### config.mk
export PLATFORM = sky130hd
export DESIGN_NAME = countdown_timer_bcd
export DESIGN_NICKNAME = d
export VERILOG_FILES = /design/src/rtl/countdown_pkg.sv /design/src/rtl/slow_tick_sync.sv /design/src/rtl/countdown_timer_bcd.sv
export SDC_FILE = /design/constraint.sdc
export NUM_CORES = 1
export LEC_CHECK = 0
export CAP_MARGIN = 20
export CELL_PAD_IN_SITES_DETAIL_PLACEMENT = 0
export CELL_PAD_IN_SITES_GLOBAL_PLACEMENT = 2
export CORE_MARGIN = 1
export CORE_UTILIZATION = 33
export DETAILED_ROUTE_END_ITERATION = 7
export HOLD_SLACK_MARGIN = 0.1
export PLACE_DENSITY_LB_ADDON = 0.25
export SLEW_MARGIN = 20
export SYNTH_ARGS = -nofsm -noshare
export SYNTH_HDL_FRONTEND = slang
export SYNTH_HIERARCHICAL = 1
export SYNTH_SLANG_ARGS = --single-unit
export TNS_END_PERCENT = 5
### constraint.sdc
create_clock -name clk_i -period 4.4 [get_ports clk_i]
set_input_delay 0.88 -clock clk_i [delete_from_list [all_inputs] [get_ports clk_i]]
set_output_delay 0.88 -clock clk_i [all_outputs]
set_load 0.02 [all_outputs]
### src/rtl/countdown_pkg.sv
// Shared types and BCD helpers for the countdown timer.
// Used by the timer top level and its tests.
package countdown_pkg;

    typedef enum logic [1:0] {
        ST_IDLE  = 2'd0,
        ST_RUN   = 2'd1,
        ST_PAUSE = 2'd2,
        ST_DONE  = 2'd3
    } state_e;

    localparam logic [3:0] BCD_MAX_NIBBLE = 4'd9;

    function automatic logic [3:0] nib_sat(input logic [3:0] n);
        return (n > BCD_MAX_NIBBLE) ? BCD_MAX_NIBBLE : n;
    endfunction

    function automatic logic [7:0] bcd_sat(input logic [7:0] v);
        return {nib_sat(v[7:4]), nib_sat(v[3:0])};
    endfunction

    // Floors at 00 so the count can never wrap.
    function automatic logic [7:0] bcd_dec(input logic [7:0] v);
        logic [7:0] r;
        if (v == 8'h00)
            r = 8'h00;
        else if (v[3:0] != 4'd0)
            r = {v[7:4], v[3:0] - 4'd1};
        else
            r = {v[7:4] - 4'd1, BCD_MAX_NIBBLE};
        return r;
    endfunction

endpackage

### src/rtl/slow_tick_sync.sv
// Two-flop synchroniser plus registered rising-edge detect.
// tick_o is one clk_i cycle wide, 3 edges after async_i rises.
module slow_tick_sync (
    input  logic clk_i,
    input  logic rst_i,
    input  logic async_i,
    output logic tick_o
);

    logic [2:0] sync_q;
    logic       tick_q;

    always_ff @(posedge clk_i or negedge rst_i) begin
        if (!rst_i) begin
            sync_q <= 3'b000;
            tick_q <= 1'b0;
        end else begin
            sync_q <= {sync_q[1:0], async_i};
            tick_q <= sync_q[1] & ~sync_q[2];
        end
    end

    assign tick_o = tick_q;

endmodule

### src/rtl/countdown_timer_bcd.sv
// Two-digit BCD countdown timer stepped by a synchronised slow clock.
// Load/start/pause control, done pulse and alarm level.
module countdown_timer_bcd
    import countdown_pkg::*;
#(
    parameter int TICKS_PER_STEP = 2,
    parameter int PRESC_W        = 4
) (
    input  logic       clk_i,
    input  logic       rst_i,
    input  logic       slow_clk_i,
    input  logic       load_i,
    input  logic [7:0] load_val_i,
    input  logic       start_i,
    input  logic       pause_i,
    output logic [7:0] cnt_bcd_o,
    output logic [1:0] state_o,
    output logic       done_o,
    output logic       alarm_o
);

    localparam logic [PRESC_W-1:0] PRESC_LAST =
        PRESC_W'(TICKS_PER_STEP - 1);

    logic               tick;
    logic               step;
    state_e             state_q, state_d;
    logic [7:0]         cnt_q, cnt_d;
    logic [PRESC_W-1:0] presc_q, presc_d;
    logic               done_q, done_d;
    logic               alarm_q, alarm_d;

    slow_tick_sync u_sync (
        .clk_i   (clk_i),
        .rst_i   (rst_i),
        .async_i (slow_clk_i),
        .tick_o  (tick)
    );

    assign step = tick && (presc_q == PRESC_LAST);

    always_comb begin
        state_d = state_q;
        cnt_d   = cnt_q;
        presc_d = presc_q;
        done_d  = 1'b0;
        if (load_i) begin
            cnt_d   = bcd_sat(load_val_i);
            state_d = ST_IDLE;
            presc_d = '0;
        end else begin
            unique case (state_q)
                ST_IDLE: begin
                    if (start_i && cnt_q != 8'h00) begin
                        state_d = ST_RUN;
                        presc_d = '0;
                    end
                end
                ST_RUN: begin
                    // Pause wins over a coincident step; prescaler freezes too.
                    if (pause_i) begin
                        state_d = ST_PAUSE;
                    end else if (step) begin
                        presc_d = '0;
                        if (cnt_q == 8'h01) begin
                            cnt_d   = 8'h00;
                            state_d = ST_DONE;
                            done_d  = 1'b1;
                        end else begin
                            cnt_d = bcd_dec(cnt_q);
                        end
                    end else if (tick) begin
                        presc_d = presc_q + 1'b1;
                    end
                end
                ST_PAUSE: begin
                    if (start_i)
                        state_d = ST_RUN;
                end
                ST_DONE: begin
                    cnt_d = 8'h00;
                end
                default: state_d = ST_IDLE;
            endcase
        end
        alarm_d = (state_d == ST_DONE);
    end

    always_ff @(posedge clk_i or negedge rst_i) begin
        if (!rst_i) begin
            state_q <= ST_IDLE;
            cnt_q   <= 8'h00;
            presc_q <= '0;
            done_q  <= 1'b0;
            alarm_q <= 1'b0;
        end else begin
            state_q <= state_d;
            cnt_q   <= cnt_d;
            presc_q <= presc_d;
            done_q  <= done_d;
            alarm_q <= alarm_d;
        end
    end

    assign cnt_bcd_o = cnt_q;
    assign state_o   = state_q;
    assign done_o    = done_q;
    assign alarm_o   = alarm_q;

endmodule

==> metrics.md <==
| Metric | Value |
|---|---|
| Cell Area, Synth | about 1300 sq um |
| Crit-path max FO | 20 |
| Simple-gate share of the synthesized area | 0.269 |
| First-pass GRT wire length | 5380 um |
| Leakage Power | 0.694 nW |
| Clk pin slew, worst setup/hold paths | 0.09 ns |
| Top post-synthesis cells by area | dfrtp_1 (39%), ha_1 (6.8%), o21ai_0 (3.1%), nand2b_1 (2.9%), nor2_1 (2.9%) |
| Met1 Use GR | 0.226 |
| Most frequent cells in the layout | clkdlybuf4s50_1 (24), dfrtp_1 (20), nor2_1 (10), inv_1 (8), o21ai_0 (8) |
| Clk sinks | 20 |
| CTS Buffer Depth | 2 |
| Total CTS buffers | 3 |
| Max Fclk | 357 MHz |
| Gp weighted congestion | 0.852 |
| Postcts setup bufs | 0 |
| Worst-Margin Slew | 0.655 ns |
| Layout cell share with drive strength beyond 1 | 0.0802 |
| Post-synthesis compound-gate area fraction | 0.200 |
| Die H | 64.6 um |
| Final Instance Count excl. Fillers | 210 |
| Hold buffers post-CTS | 0 |
| TritonCTS clock tree | yes |
| Ant diodes | 0 |
| Hold WC Path Type | flip-flop to flip-flop |
| Kind of critical path | input port to flip-flop |
| Clock latency on the worst-skew pair | approximately 0.26 ns |
| Slowest-stage cell, CP | clkdlybuf4s50_1 |
| Pin count of the biggest net entering global routing | 21 |
| Starting Density | 0.347 |
| Final slew viol count | 0 |
| Cell taking the most area after synthesis | dfrtp_1 |
| Synthesis-stage register bit count | 20 |
| CP Capture Type | flip-flop |
| Overall routing resource usage | 0.167 |
| Layout Skew | 0.00592 ns |
| Row count | 22 |
| Via-to-Cell Ratio | 5.39 |
| Placed cells | 206 |
| Post-synthesis mux area share | 0.0407 |
| CP startpoint kind | input port |
| GR peak layer | met2 |
| Synth unique cells | 44 |
| Req. time, crit path | 4.58 ns |
| Antenna violations before repair | 0 |
| Worst-path cell chain | clkdlybuf4s50_1 -> a21oi_1 -> nand3_1 -> or4_1 -> o211ai_1 |
| Worst rel slew slack | 0.562 |
| Max_cap viols | 0 |
| Routed len/inst | 14.6 um |
| Mean Syn Cell Area | 9.43 sq um |
| Die Span X | 64.6 um |
| Final Hold Viols | 0 |
| CP peak stage delay | 0.75 ns |
| Routed Antenna Nets | 0 |
| Status | complete, no violations |
| Async S/R FF share, synth | 1.00 |
| Vias in the first global route | 1111 |
| Endpoints failing setup | 0 |
| Synth Area in XOR/XNOR | 0 |
| Setup TNS | 0 ns |
| Yosys top cell area share | 0.388 |
| Die area | 4170 sq um |
| Initial DRC Count | 42 |
| Crit path DAT | 2.97 ns |
| Core ar. | approximately 3700 sq um |
| Mapped Cells | 137 |
| Fin crit period | 2.80 ns |
| DRT Pass-1 Iters | 4 |
| Io pins | 26 |
| Most common cell after layout, fill and taps aside | clkdlybuf4s50_1 |
| Clk root buf | clkbuf_8 |
| Power Dens Cells | 436 nW/um^2 |
| RSZ-0062 raised after global routing | no |
| Syn_nets | 158 |
| Post-synthesis adder-cell area fraction | 0.0678 |
| Met2 usage in global routing | 0.267 |
| Post-cts sizing count | 0 |
| Final WL | 3080 um |
| Met3 usage in global routing | 0.0282 |
| # nets final | 184 |
| Worst setup margin | 1.60 ns |
| Largest family of logic cells by synthesized area | simple AND/OR/NAND/NOR gates |
| EDFF count, synth | 0 |
| GR Overflow Total | 0 |
| DP Wirelength | approximately 2200 um |
| Main synth FF type | dfrtp_1 |
| Peak VDD IR | 0.205 mV |
| Port Buffers | 25 |
| Post-Place Setup Slack | 1.35 ns |
| Detailed-route via count | 1132 |
| Syn. warnings | 6 |
| Number of remaining DRC errors | 0 |
| Final period util | 0.636 |
| Synth-to-layout area growth | 28.0% |
| Seq/Total Area, Yosys | 0.388 |
| CTS H-tree depth | 1 |
==> cells in the mapped netlist, types with 2 or more instances <==
cell type and instances:
nand2_1 7, clkbuf_1 4, o22ai_1 2, mux2_2 2
a211o_1 2, and3b_1 2, inv_1 8, o211ai_1 2
or4_1 2, a21oi_1 7, nor3_1 2, nor2_1 10
o21a_1 3, a32oi_1 2, nand3_1 5, ha_1 7
dfrtp_1 20, a21o_1 3, nor2b_1 6, o21ai_0 8
nand2b_1 6, mux2i_1 3, nand4_1 3
==> cells by family after synthesis <==
group                      count (synthesis)
adders and majority gates                  7
buffers and inverters                     12
muxes                                      5
DFF                                       20
and+or+nand+nor                           55
AOI/OAI and AO/OA                         38
==> path summary, 6_finish.rpt <==
kind,cells after the start,endpoint,slack [ns],startpoint
worst min-delay path,0,u_sync/sync_q[1],0.38,u_sync/sync_q[0]
max in group asynchronous,1,cnt_bcd_o[7],3.51,rst_i
min in group asynchronous,1,done_o,0.56,rst_i
worst min register to register,0,u_sync/sync_q[1],0.38,u_sync/sync_q[0]
worst max-delay path,5,cnt_bcd_o[4],1.60,load_i
worst max register to register,6,cnt_bcd_o[0],2.23,cnt_bcd_o[4]
==> stage by stage <==
| step | utilization | instance area [sq um] | hold slack [ns] | power (mW) |
|---|---|---|---|---|
| 2_1_floorplan | - | 1290 | 0.331 | 0.427 |
| 4_1_cts | 0.446 | 1660 | 0.376 | 0.729 |
| 6_report | 0.445 | 1650 | 0.377 | 0.720 |
| 3_3_place_gp | 0.427 | 1590 | 0.332 | 0.535 |
| 3_5_place_dp | 0.427 | 1590 | 0.356 | 0.534 |
| 5_1_grt | 0.445 | 1650 | 0.378 | 0.770 |
==> layer usage <==
layer | up-vias | part of all wire
met4 | 0 | 0.0075
met2 | 21 | 0.45
met5 | - | 0
li1 | 554 | -
met3 | 2 | 0.040
met1 | 555 | 0.50
==> worst max-delay path, delay by kind of cell <==
family                 cells  cell delay (ns)
AOI/OAI and AO/OA          2             0.72
buffers and inverters      1             0.75
and+or+nand+nor            2             0.62
==> power breakdown <==
| part | internal [mW] | leakage, nW | switching (mW) | total, mW |
|---|---|---|---|---|
| registers | 0.209 | 0.257 | 0.0477 | 0.257 |
| clock network | 0.121 | 0.0357 | 0.0674 | 0.189 |
| logic | 0.131 | 0.401 | 0.143 | 0.275 |
| total | 0.462 | 0.694 | 0.258 | 0.720 |
==> final cells by class <==
class / count / area [sq um]
flip-flops and latches: 20 / 500
well taps: 48 / 60.1
clock buffers: 3 / 41.3
multi-input cells: 105 / 746
inverters: 8 / 30.0
repair buffers: 25 / 245
fillers: 378 / 2060
clock inverters: 1 / 30.0
==> flip-flops by register name, indices dropped and copies added, names as in the netlist <==
register,count
alarm_o,1
cnt_bcd_o,8
done_o,1
presc_q,4
state_o,2
u_sync/sync_q,3
u_sync/tick_o,1
Note: power is estimated with default switching activity, not from simulation.
